## src/rtl/blink_pkg.sv

```systemverilog
// Shared encodings for the multi-channel LED blinker.
package blink_pkg;

    // Per-channel drive mode, two bits per channel on the i_Mode bus.
    typedef enum logic [1:0] {
        MODE_OFF   = 2'd0,
        MODE_ON    = 2'd1,
        MODE_BLINK = 2'd2,
        MODE_BURST = 2'd3
    } mode_t;

    // BURST pattern states; B_LOW is also the entry/restart state.
    typedef enum logic [1:0] {
        B_LOW   = 2'd0,
        B_HIGH  = 2'd1,
        B_PAUSE = 2'd2
    } burst_state_t;

endpackage

```

## src/rtl/blink_channel.sv

```systemverilog
// One LED channel: half-period timer, mode/rate copies, BURST FSM and output register.
//
//   state   | meaning
//   --------+---------------------------------------------------------
//   B_LOW   | output low, waiting for the half-period that starts a pulse
//   B_HIGH  | output high; the pulse count advances when this half-period ends
//   B_PAUSE | output low for 2*BURST_LEN half-periods, then back to B_LOW
module blink_channel
    import blink_pkg::*;
#(
    parameter int RATE_BITS = 2,
    parameter int BURST_LEN = 3
) (
    input  logic                 i_Clk,
    input  logic                 i_Rst,
    input  logic                 i_Enable,
    input  mode_t                i_Mode,
    input  logic [RATE_BITS-1:0] i_Rate,
    input  logic                 i_Tick,
    output logic                 o_Toggle
);

    // The counter is wide enough to hold 2^rate - 1 for the largest rate.
    localparam int CW = 2 ** RATE_BITS;
    localparam int PW = $clog2(2 * BURST_LEN + 1);

    mode_t                r_mode;
    logic [RATE_BITS-1:0] r_rate;
    logic [CW-1:0]        r_cnt;
    logic [PW-1:0]        r_pcnt;
    burst_state_t         r_state;
    logic                 r_toggle;

    mode_t                w_mode_nx;
    logic [RATE_BITS-1:0] w_rate_nx;
    logic [CW-1:0]        w_cnt_nx;
    logic [PW-1:0]        w_pcnt_nx;
    burst_state_t         w_state_nx;
    logic                 w_toggle_nx;
    logic                 w_change;
    logic                 w_done;
    logic [CW-1:0]        w_term;
    logic [PW-1:0]        w_pcnt_inc;

    assign w_change   = (i_Mode != r_mode) || (i_Rate != r_rate);
    assign w_term     = (CW'(1) << r_rate) - CW'(1);
    assign w_done     = i_Tick && (r_cnt == w_term);
    assign w_pcnt_inc = r_pcnt + PW'(1);

    // State register: reset clears everything regardless of other inputs.
    always_ff @(posedge i_Clk) begin
        if (i_Rst) begin
            r_mode   <= MODE_OFF;
            r_rate   <= '0;
            r_cnt    <= '0;
            r_pcnt   <= '0;
            r_state  <= B_LOW;
            r_toggle <= 1'b0;
        end else begin
            r_mode   <= w_mode_nx;
            r_rate   <= w_rate_nx;
            r_cnt    <= w_cnt_nx;
            r_pcnt   <= w_pcnt_nx;
            r_state  <= w_state_nx;
            r_toggle <= w_toggle_nx;
        end
    end

    // Next-state logic: disable beats restart-on-change, which beats tick events.
    always_comb begin
        // The copies track the inputs even while disabled, so re-enabling
        // does not trigger a spurious restart.
        w_mode_nx   = i_Mode;
        w_rate_nx   = i_Rate;
        w_cnt_nx    = '0;
        w_pcnt_nx   = '0;
        w_state_nx  = B_LOW;
        w_toggle_nx = 1'b0;

        if (i_Enable && !w_change) begin
            case (r_mode)
                MODE_OFF: begin
                    w_toggle_nx = 1'b0;
                end
                MODE_ON: begin
                    w_toggle_nx = 1'b1;
                end
                MODE_BLINK: begin
                    w_toggle_nx = r_toggle;
                    if (w_done) begin
                        w_toggle_nx = !r_toggle;
                    end else if (i_Tick) begin
                        w_cnt_nx = r_cnt + CW'(1);
                    end else begin
                        w_cnt_nx = r_cnt;
                    end
                end
                MODE_BURST: begin
                    w_pcnt_nx  = r_pcnt;
                    w_state_nx = r_state;
                    if (w_done) begin
                        case (r_state)
                            B_LOW: begin
                                w_state_nx = B_HIGH;
                            end
                            B_HIGH: begin
                                if (w_pcnt_inc == PW'(BURST_LEN)) begin
                                    w_state_nx = B_PAUSE;
                                    w_pcnt_nx  = '0;
                                end else begin
                                    w_state_nx = B_LOW;
                                    w_pcnt_nx  = w_pcnt_inc;
                                end
                            end
                            B_PAUSE: begin
                                if (w_pcnt_inc == PW'(2 * BURST_LEN)) begin
                                    w_state_nx = B_LOW;
                                    w_pcnt_nx  = '0;
                                end else begin
                                    w_pcnt_nx = w_pcnt_inc;
                                end
                            end
                            default: begin
                                w_state_nx = B_LOW;
                                w_pcnt_nx  = '0;
                            end
                        endcase
                    end else if (i_Tick) begin
                        w_cnt_nx = r_cnt + CW'(1);
                    end else begin
                        w_cnt_nx = r_cnt;
                    end
                    w_toggle_nx = (w_state_nx == B_HIGH);
                end
                default: begin
                    w_toggle_nx = 1'b0;
                end
            endcase
        end
    end

    assign o_Toggle = r_toggle;

endmodule

```

## src/rtl/multi_channel_blinker.sv

```systemverilog
// Multi-channel LED blinker: shared base-tick prescaler feeding NUM_CH channels.
module multi_channel_blinker
    import blink_pkg::*;
#(
    parameter int NUM_CH     = 4,
    parameter int TICK_COUNT = 250000,
    parameter int RATE_BITS  = 2,
    parameter int BURST_LEN  = 3
) (
    input  logic                          i_Clk,
    input  logic                          i_Rst,
    input  logic [NUM_CH-1:0]             i_Enable,
    input  logic [2*NUM_CH-1:0]           i_Mode,
    input  logic [RATE_BITS*NUM_CH-1:0]   i_Rate,
    output logic [NUM_CH-1:0]             o_Toggle,
    output logic                          o_Tick
);

    localparam int PW = $clog2(TICK_COUNT);

    logic [PW-1:0] r_presc;
    logic          w_tick;

    assign w_tick = (r_presc == PW'(TICK_COUNT - 1));
    assign o_Tick = w_tick;

    // Free-running prescaler; only reset stops it, channel enables do not.
    always_ff @(posedge i_Clk) begin
        if (i_Rst) begin
            r_presc <= '0;
        end else if (w_tick) begin
            r_presc <= '0;
        end else begin
            r_presc <= r_presc + PW'(1);
        end
    end

    for (genvar c = 0; c < NUM_CH; c++) begin : g_ch
        blink_channel #(
            .RATE_BITS (RATE_BITS),
            .BURST_LEN (BURST_LEN)
        ) u_ch (
            .i_Clk    (i_Clk),
            .i_Rst    (i_Rst),
            .i_Enable (i_Enable[c]),
            .i_Mode   (mode_t'(i_Mode[2*c +: 2])),
            .i_Rate   (i_Rate[RATE_BITS*c +: RATE_BITS]),
            .i_Tick   (w_tick),
            .o_Toggle (o_Toggle[c])
        );
    end

endmodule

```

## config.mk

```make
export PLATFORM = sky130hd
export DESIGN_NAME = multi_channel_blinker
export DESIGN_NICKNAME = d
export VERILOG_FILES = /design/src/rtl/blink_pkg.sv /design/src/rtl/blink_channel.sv /design/src/rtl/multi_channel_blinker.sv
export SDC_FILE = /design/constraint.sdc
export NUM_CORES = 1
export LEC_CHECK = 0
export CELL_PAD_IN_SITES_DETAIL_PLACEMENT = 0
export CELL_PAD_IN_SITES_GLOBAL_PLACEMENT = 1
export CORE_UTILIZATION = 30
export CTS_BUF_LIST = sky130_fd_sc_hd__clkbuf_2
export DETAILED_ROUTE_END_ITERATION = 6
export GPL_ROUTABILITY_DRIVEN = 0
export GPL_TIMING_DRIVEN = 0
export PLACE_DENSITY_LB_ADDON = 0.1
export REMOVE_ABC_BUFFERS = 1
export SYNTH_ARGS = -nofsm -noshare
export SYNTH_HDL_FRONTEND = slang
export SYNTH_HIERARCHICAL = 1
export SYNTH_SLANG_ARGS = --single-unit
```

## constraint.sdc

```tcl
create_clock -name i_Clk -period 3.23 [get_ports i_Clk]
set_input_delay 0.646 -clock i_Clk [delete_from_list [all_inputs] [get_ports i_Clk]]
set_output_delay 0.646 -clock i_Clk [all_outputs]
set_load 0.01 [all_outputs]
```

After elaboration in Yosys (flattened, before gate mapping). Cells that the tools add are included.

Add/sub/neg operators: 13. Eq/ne operators: 49. Shift-type cells: 4. Muxes and demuxes: 44. Bitwise operators: 16. Reductions and logical operators: 49.

Operators with widths (count): two-way mux 2 bit (20); case mux 3 bit (3 select lines) (4); equality test 2 x 1 -> 1 bit, second input constant (12); equality test 2 bit, second input constant (12); two-way mux 3 bit (8); case mux 2 bit (3 select lines) (4); adder 18 x 1 -> 18 bit, second input constant (1); equality test 18 bit, second input constant (1); OR reduction 2 bit (9); adder 4 x 1 -> 4 bit, second input constant (4); equality test 4 bit (4); zero test 2 bit (8); != test 2 bit (8); NOT 1 bit (16); case mux 1 bit (4 select lines) (4); OR reduction 4 bit (4); << shifter 1 x 2 -> 4 bit, first input constant (4); subtractor 4 x 2 -> 4 bit, second input constant (4); adder 3 x 1 -> 3 bit, second input constant (4); equality test 3 x 2 -> 1 bit, second input constant (4); equality test 3 bit, second input constant (4); OR reduction 3 bit (4); logical AND 1 bit (8); zero test 1 bit (8); 4 further kinds (16).

Flip-flop bits (word level): 74. Input port bits: 22. Output and inout bits: 5. Word-level logic and storage cells: 200.

Depth between registers and ports, before layout.
Depth after elaboration: 9. Mapped depth: 8. Mapped depth without buffers: 8.

Cells and area by module. The synthesis kept the hierarchy.

By module, submodules not included: blink_channel (g_ch[0].u_ch ...) (instances 3, cells an instance 98, area each 919.6 um2, seq. area each 280.3 um2); blink_channel (g_ch[3].u_ch) (instances 1, cells an instance 97, area each 873.3 um2, seq. area each 280.3 um2); multi_channel_blinker (instances 1, cells an instance 93, area each 824.5 um2, seq. area each 360.3 um2).

Worst setup path after synthesis. Ideal clock, no wire load.

Path kind: reg-to-reg. Start point: register r_presc[11]. End point: register g_ch[0].u_ch.r_pcnt[1]. Arrival time: 3492 ps. Required time: 3159 ps. Slack: -332 ps. Cell stages (with the launch flop): 9. Clock period less this slack: 3562 ps. Cell sequence: dfxtp_1 -> or4b_1 -> or4_4 -> nor2_1 -> and2b_1 -> o311a_4 -> nand2_4 -> or4_1 -> a21oi_1.

Cells in the longest elaborated chain, start to end: 3.

RTL lines: start, declared (line multi_channel_blinker.sv:21) `logic [PW-1:0] r_presc;`; start signal, assigned (line multi_channel_blinker.sv:34) `r_presc <= r_presc + PW'(1);`; equality test 18 bit (line multi_channel_blinker.sv:24) `assign w_tick = (r_presc == PW'(TICK_COUNT - 1));`; named net o_Tick (line multi_channel_blinker.sv:16) `output logic o_Tick`; logical AND 1 bit (line blink_channel.sv:47) `assign w_done = i_Tick && (r_cnt == w_term);`; AND reduction 2 bit (no line); end signal, assigned (line blink_channel.sv:63) `r_pcnt <= w_pcnt_nx;`; end, declared (line blink_channel.sv:30) `logic [PW-1:0] r_pcnt;`.

The timed path passes the listed nets, and every way through them passes these cells. A chain may end at the register's enable or synchronous reset.

Final worst setup path.
Start point: register r_presc[11]. End point: register g_ch[1].u_ch.r_pcnt[0].

Cells in the longest elaborated chain, start to end: 3.

RTL lines (line): equality test 18 bit (multi_channel_blinker.sv:24); logical AND 1 bit (blink_channel.sv:47); AND reduction 2 bit (no line); end signal, assigned (blink_channel.sv:63); end, declared (blink_channel.sv:30).

Every way passes these cells.

==> impl_metrics.yaml <==
run_status:
  outcome: "finished clean"
timing:
  period_share_pct: 98.1
  finalCriticalPeriod_ps: 3170
  hold_ws_ps: 491
  max_slew.worst_pin.slew_ps: 962
  slew_violations: 0
  slew_headroom_pct: 35.7
  setup_tns_ps: 0
  finalHoldViolCount: 0
  setup_viol: 0
  worst_clock_skew_ps: 13.3
  max_freq_mhz: 315
  rsz0062_at_grt: "true"
floorplanning:
  die_height_um: 124
  ioPinCount: 27
  die_w_um: 124
  core_area_um2: 14500
  start_util_pct: 30.7
  dieArea_um2: 15300
  rows: 44
yosys:
  synthTopCellsByArea: "dfxtp_1 (33%), ha_1 (9.3%), xnor2_1 (6.5%)"
  syn_avg_cell_area_um2: 9.21
  synth_top_family_by_area: "simple AND/OR/NAND/NOR gates"
  synth_enable_flop_cells: 0
  synth_compound_area_share_pct: 16.8
  ys_warn_count: 6
  synth_simple_gate_area_share_pct: 24.1
  syn_area_um2: 4460
  async_flop_share_pct: 0
  ys_ff_latch: 74
  yosysUniqueCellTypes: 58
  synthMuxAreaShare_pct: 1.12
  synth_fa_ha_area_share_pct: 9.26
  yosys.area.top_type_share_pct: 33.2
  synth_xor_area_share_pct: 11.8
  yosys.area.top_type: "dfxtp_1"
  ys_seq_area_share_pct: 33.2
  ys.flop_type: "dfxtp_1"
  synthCells: 484
setup_path:
  critPathMaxFanout: 11
  cp.arrival_ps: 3660
  cp-end-kind: "flip-flop"
  crit_start: "r_presc[11]"
  required_ps: 3720
  r2r-start: "r_presc[11]"
  worst-setup-path-type: "flip-flop to flip-flop"
  crit_path_start_kind: "flip-flop"
power:
  p_int_w: 0.00107
  cellPowerDensity_nw_per_um2: 295
  power_switching_w: 0.000398
  comb_power_share_pct: 7.4
  seq_power_share_pct: 64.5
  power_leakage_nw: 1.71
  ir_drop_v: 0.000224
  clkPwrFrac_pct: 28.2
  total_power_w: 0.00147
  swShare_pct: 27.0
cells_and_area:
  final_cell_mix: "dfxtp_1 (71), nor2_1 (48), xnor2_1 (33), ha_1 (33), a21oi_1 (30)"
  antennaDiodeCount: 0
  multi_input_area_um2: 2820
  nFillCells: 1529
  regArea_um2: 1490
  drive_gt1_share_pct: 8.81
  layout.nets: 573
  final_common_cell: "dfxtp_1"
  utilization_pct: 34.4
  fin_cells: 706
  area_delta_synth_final_pct: 12.1
clock_tree:
  clk_pin_slew_worst_paths_ps: 190
  root_buffer: "clkbuf_2"
  clock-sinks: 74
  clk_latency_ps: 550
  cts_hold_buf: 0
  htree_levels: 3
  cts_buffers: 9
  tritoncts: "built"
  clockBufferDepth: 2
grt:
  antenna_found_initial: 0
  grt_pass1_wl_um: 15200
  track_usage_pct: 12.8
  grt_overflow_total: 0
  grt_max_degree: 23
  grt_pass1_vias: 3276
placement:
  dp.cells: 690
  io_buffers: 26
  dp_hpwl_um: 6440
route:
  via_per_inst: 4.87
  dr.pass1.iters: 4
  drc: 0
  num_vias: 3438
  finalWirelength_um: 8860
  avgRoutedWirePerCell_um: 12.5
  ant_nets: 0
  dr.first_iter.drc_count: 191
hold_path:
  hold_class: "flip-flop to flip-flop"
  hold_path_startpoint: "r_presc[17]"
run:
  maxCapViolCount: 0
final timing paths:
path	cells after the start	end	slack [ps]
hold / removal	2	r_presc[17]	490
setup reg to reg	10	g_ch[1].u_ch/r_pcnt[0]	60
hold reg to reg	2	r_presc[17]	490
setup / recovery	10	g_ch[1].u_ch/r_pcnt[0]	60
cells by family after synthesis:
logic type               Yosys count
adder cells (fa/ha/maj)           33
AND/OR/NAND/NOR                  184
XOR/XNOR                          55
buffers and inverters             34
AO/OA/AOI/OAI                     99
multiplexers                       5
flip-flops                        74
state kept, by name, indices dropped and copies added (netlist names):
| signal | flops |
|---|---|
| g_ch.u_ch/r_state | 8 |
| g_ch.u_ch/r_mode | 8 |
| g_ch.u_ch/r_pcnt | 12 |
| g_ch.u_ch/o_Toggle | 4 |
| g_ch.u_ch/r_rate | 8 |
| g_ch.u_ch/r_cnt | 16 |
| r_presc | 18 |
what timing repair did:
| action | 4_1_cts | 5_1_grt |
|---|---|---|
| resized for setup | 4 | 3 |
| setup buffers | 1 | 0 |
| pin swaps | 1 | 0 |
| setup endpoints to repair | 8 | 3 |
| hold endpoints to repair | 0 | 0 |
power by group through the flow:
stage	combinational (W)	sequential [W]	clock [W]
6_report	0.000108	0.000950	0.000415
5_1_grt	0.000120	0.000954	0.000488
4_1_cts	0.000111	0.000950	0.000458
3_5_place_dp	0.000109	0.000969	0
3_3_place_gp	0.000108	0.000968	0
2_1_floorplan	0.0000650	0.000964	0
per-stage QoR:
stage,setup WS (ps),instance area (um^2)
after floorplan,-332,4400
final,60.3,5000
after global routing,-57.2,5000
after detailed placement,-125,4900
after global placement,-894,4890
after CTS,9.63,4990
area by class of cell:
type | instances | share of cell area (%)
repair buffers | 28 | 5.71
clock inverters | 6 | 0.501
flip-flops and latches | 74 | 29.7
clock buffers | 9 | 0.901
inverters | 29 | 2.18
multi-input cells | 376 | 56.4
well taps | 184 | 4.61
cells in the mapped netlist (6+ instances only):
library cell / instances
o21ai_0: 15
xnor2_1: 33
nor4_1: 8
o21ba_1: 6
nor2b_1: 23
inv_1: 29
dfxtp_1: 74
xor2_1: 16
ha_1: 33
or4_1: 12
nand4_1: 12
a21oi_1: 30
nand2b_1: 8
nand3_1: 24
nand2_1: 17
nor2_1: 49
critical path, cell delays in order, from the launching register on:
cell     delay (ps)
dfxtp_2         390
or4b_1          520
or4_4           560
nor2_4          160
buf_8           170
buf_6           160
and2b_1         170
o311a_4         240
nand2_4          90
or4_1           480
a21oi_1         160
per-layer routing:
layer  vias up  track usage [%]  part of all wire, %
met3         7             4.35                  3.9
met2        42             20.9                   45
met5         -                0                    0
met4         0             3.84                  1.2
li1       1799                -                    -
met1      1590             15.8                   50
(Power assumes the default switching activity.)
==> RTL edit (same flow settings) <==
`BURST_LEN` is set to 3 in 2 places; all go to 6.
--- a/src/rtl/blink_channel.sv
+++ b/src/rtl/blink_channel.sv
@@ -9,7 +9,7 @@
     import blink_pkg::*;
 #(
     parameter int RATE_BITS = 2,
-    parameter int BURST_LEN = 3
+    parameter int BURST_LEN = 6
 ) (
     input  logic                 i_Clk,
     input  logic                 i_Rst,
--- a/src/rtl/multi_channel_blinker.sv
+++ b/src/rtl/multi_channel_blinker.sv
@@ -5,7 +5,7 @@
     parameter int NUM_CH     = 4,
     parameter int TICK_COUNT = 250000,
     parameter int RATE_BITS  = 2,
-    parameter int BURST_LEN  = 3
+    parameter int BURST_LEN  = 6
 ) (
     input  logic                          i_Clk,
     input  logic                          i_Rst,
Check against the original RTL: no difference found for any inputs over 10 cycles, from zero or initial values and one cycle with i_Rst high; that may be too few to reach the edited logic, so the function may still have changed.
==> RTL edit against the original RTL <==
  * Clock power rose by 5%
  * Design area increased by 0.78%
  * Total power increased by 2.5%
  * Synthesized area is 0.53% lower
  * Setup slack better by 0.11 ns
  * Routed wire length increased by 2.8%
  * Synthesized cell count rose by 6.8%
  * Count of clock-buffer cells in the layout rose by 4
  * Sequential cell count is 4 higher
  * Non-clock buffer count is 7 higher
  * Via count increased by 4.0%
  * Clock skew rose by 0.0063 ns
  * Critical path type unchanged
  * Largest cell class unchanged
==> RTL edit: results (changes against the original RTL) <==
| Metric | Value |
|---|---|
| Crit-path max FO | 10 (-1) |
| Filler instances | 1,531 (+0.13%) |
| Share of cells above drive strength 1 | 9.03% (+0.21 points) |
| Status | complete, no violations |
| Top flop regs | r_presc (18), g_ch.u_ch/r_cnt (16), g_ch.u_ch/r_pcnt (16) |
| Iter 0 DRT Violations | 201 (+5.2%) |
| Post-Place Cell Area | 4880 um^2 (-0.51%) |
| Vias in the first global route | 3,372 (+2.9%) |
| Register area share after synthesis | 35.2% (+2.0 points) |
| Hold WC Path Type | register to register |
| First-pass GRT wire length | 15,700 um (+3.2%) |
| Syn avg cell area | 8.57 um^2 (-6.9%) |
| Critical Path AT | 3.56 ns (-0.10 ns) |
| Largest net degree at the start of global routing | 23 (unchanged) |
| Synth top cells by count | 78 x dfxtp_1, 49 x nor2_1, 41 x xnor2_1 |
| P_leak | 1.57 nW (-7.8%) |
| Place WS | -0.300 ns (-0.175 ns) |
| FMAX | 0.326 GHz (+3.4%) |
| Dpl hpwl | 6480 um (+0.64%) |
| Vias per cell | 4.84 (-0.55%) |
| Multi-input logic area | 2750 um^2 (-2.5%) |
| Reg-to-reg slack, setup | 0.17 ns (+0.11 ns) |
| Clock Tree Buf Depth | 2 (unchanged) |
| Count of cell types in the netlist | 41 (-29%) |
| DRT Wirelength | 9110 um (+2.8%) |
| GR Util All Layers | 13.2% (+0.48 points) |
| Layout Skew | 0.0196 ns (+0.00632 ns) |
| VDD IR max | 0.142 mV (-37%) |
| Top post-synthesis cells by area | dfxtp_1 35%, ha_1 9.3%, xnor2_1 8.1% |
| R2r startpoint | r_presc[9] |
| Final nets | 605 (+5.6%) |
[RTL edit: layout make-up]
class,count,area share (%)
multi-input combinational,405,54.5
sequential,78,31.3
timing repair buffer,35,6.56
tap,184,4.57
inverter,21,1.57
clock buffer,13,1.29
clock inverter,2,0.199
[RTL edit: timing repair]
action,CTS,global route
endpoints found under the setup margin,22,13
pin swaps,2,0
setup buffers,8,0
gates resized for setup,9,10
[RTL edit: through the flow]
| step | instances | hold WS, ns | TNS, ns |
|---|---|---|---|
| 6_report | 738 | 0.494 | 0 |
| 5_1_grt | 738 | 0.526 | 0 |
| 4_1_cts | 738 | 0.501 | 0 |
| 3_5_place_dp | 715 | 0.465 | -3.66 |
| 3_3_place_gp | 714 | 0.448 | -34.62 |
| 2_1_floorplan | 504 | 0.430 | -7.91 |
[RTL edit: layer usage]
layer	wire, um	vias to the layer above	track usage [%]
met1	4540	1646	16.3
met3	337	7	4.52
li1	-	1883	-
met5	0	-	0
met4	97	0	3.84
met2	4130	38	21.8
[RTL edit: worst paths after layout]
path,endpoint,depth (start not counted)
min,r_presc[0],1
min reg2reg,r_presc[0],1
max,g_ch[1].u_ch/r_pcnt[1],9
max reg2reg,g_ch[1].u_ch/r_pcnt[1],9
[RTL edit: where the power goes]
part	leakage [nW]	internal (mW)	switching, mW	total (mW)
registers	0.637	0.975	0.0166	0.992
clock network	0.0618	0.108	0.326	0.434
logic	0.875	0.0513	0.0330	0.0843
[RTL edit: logic make-up after synthesis]
family          share of synthesized area (%)
mux                                      1.92
flops                                    35.2
fa+ha+maj                                9.31
buf+inv                                  3.16
compound gates                           11.9
simple gates                             27.8
xor+xnor                                 10.7
[RTL edit: critical path: stages, from the launching register on]
cell	delay [ns]
dfxtp_4	0.38
or4_1	0.52
or4_4	0.55
nor2_4	0.15
buf_4	0.22
inv_1	0.05
a211o_1	0.33
or2_1	0.34
or3_1	0.37
a21oi_1	0.14
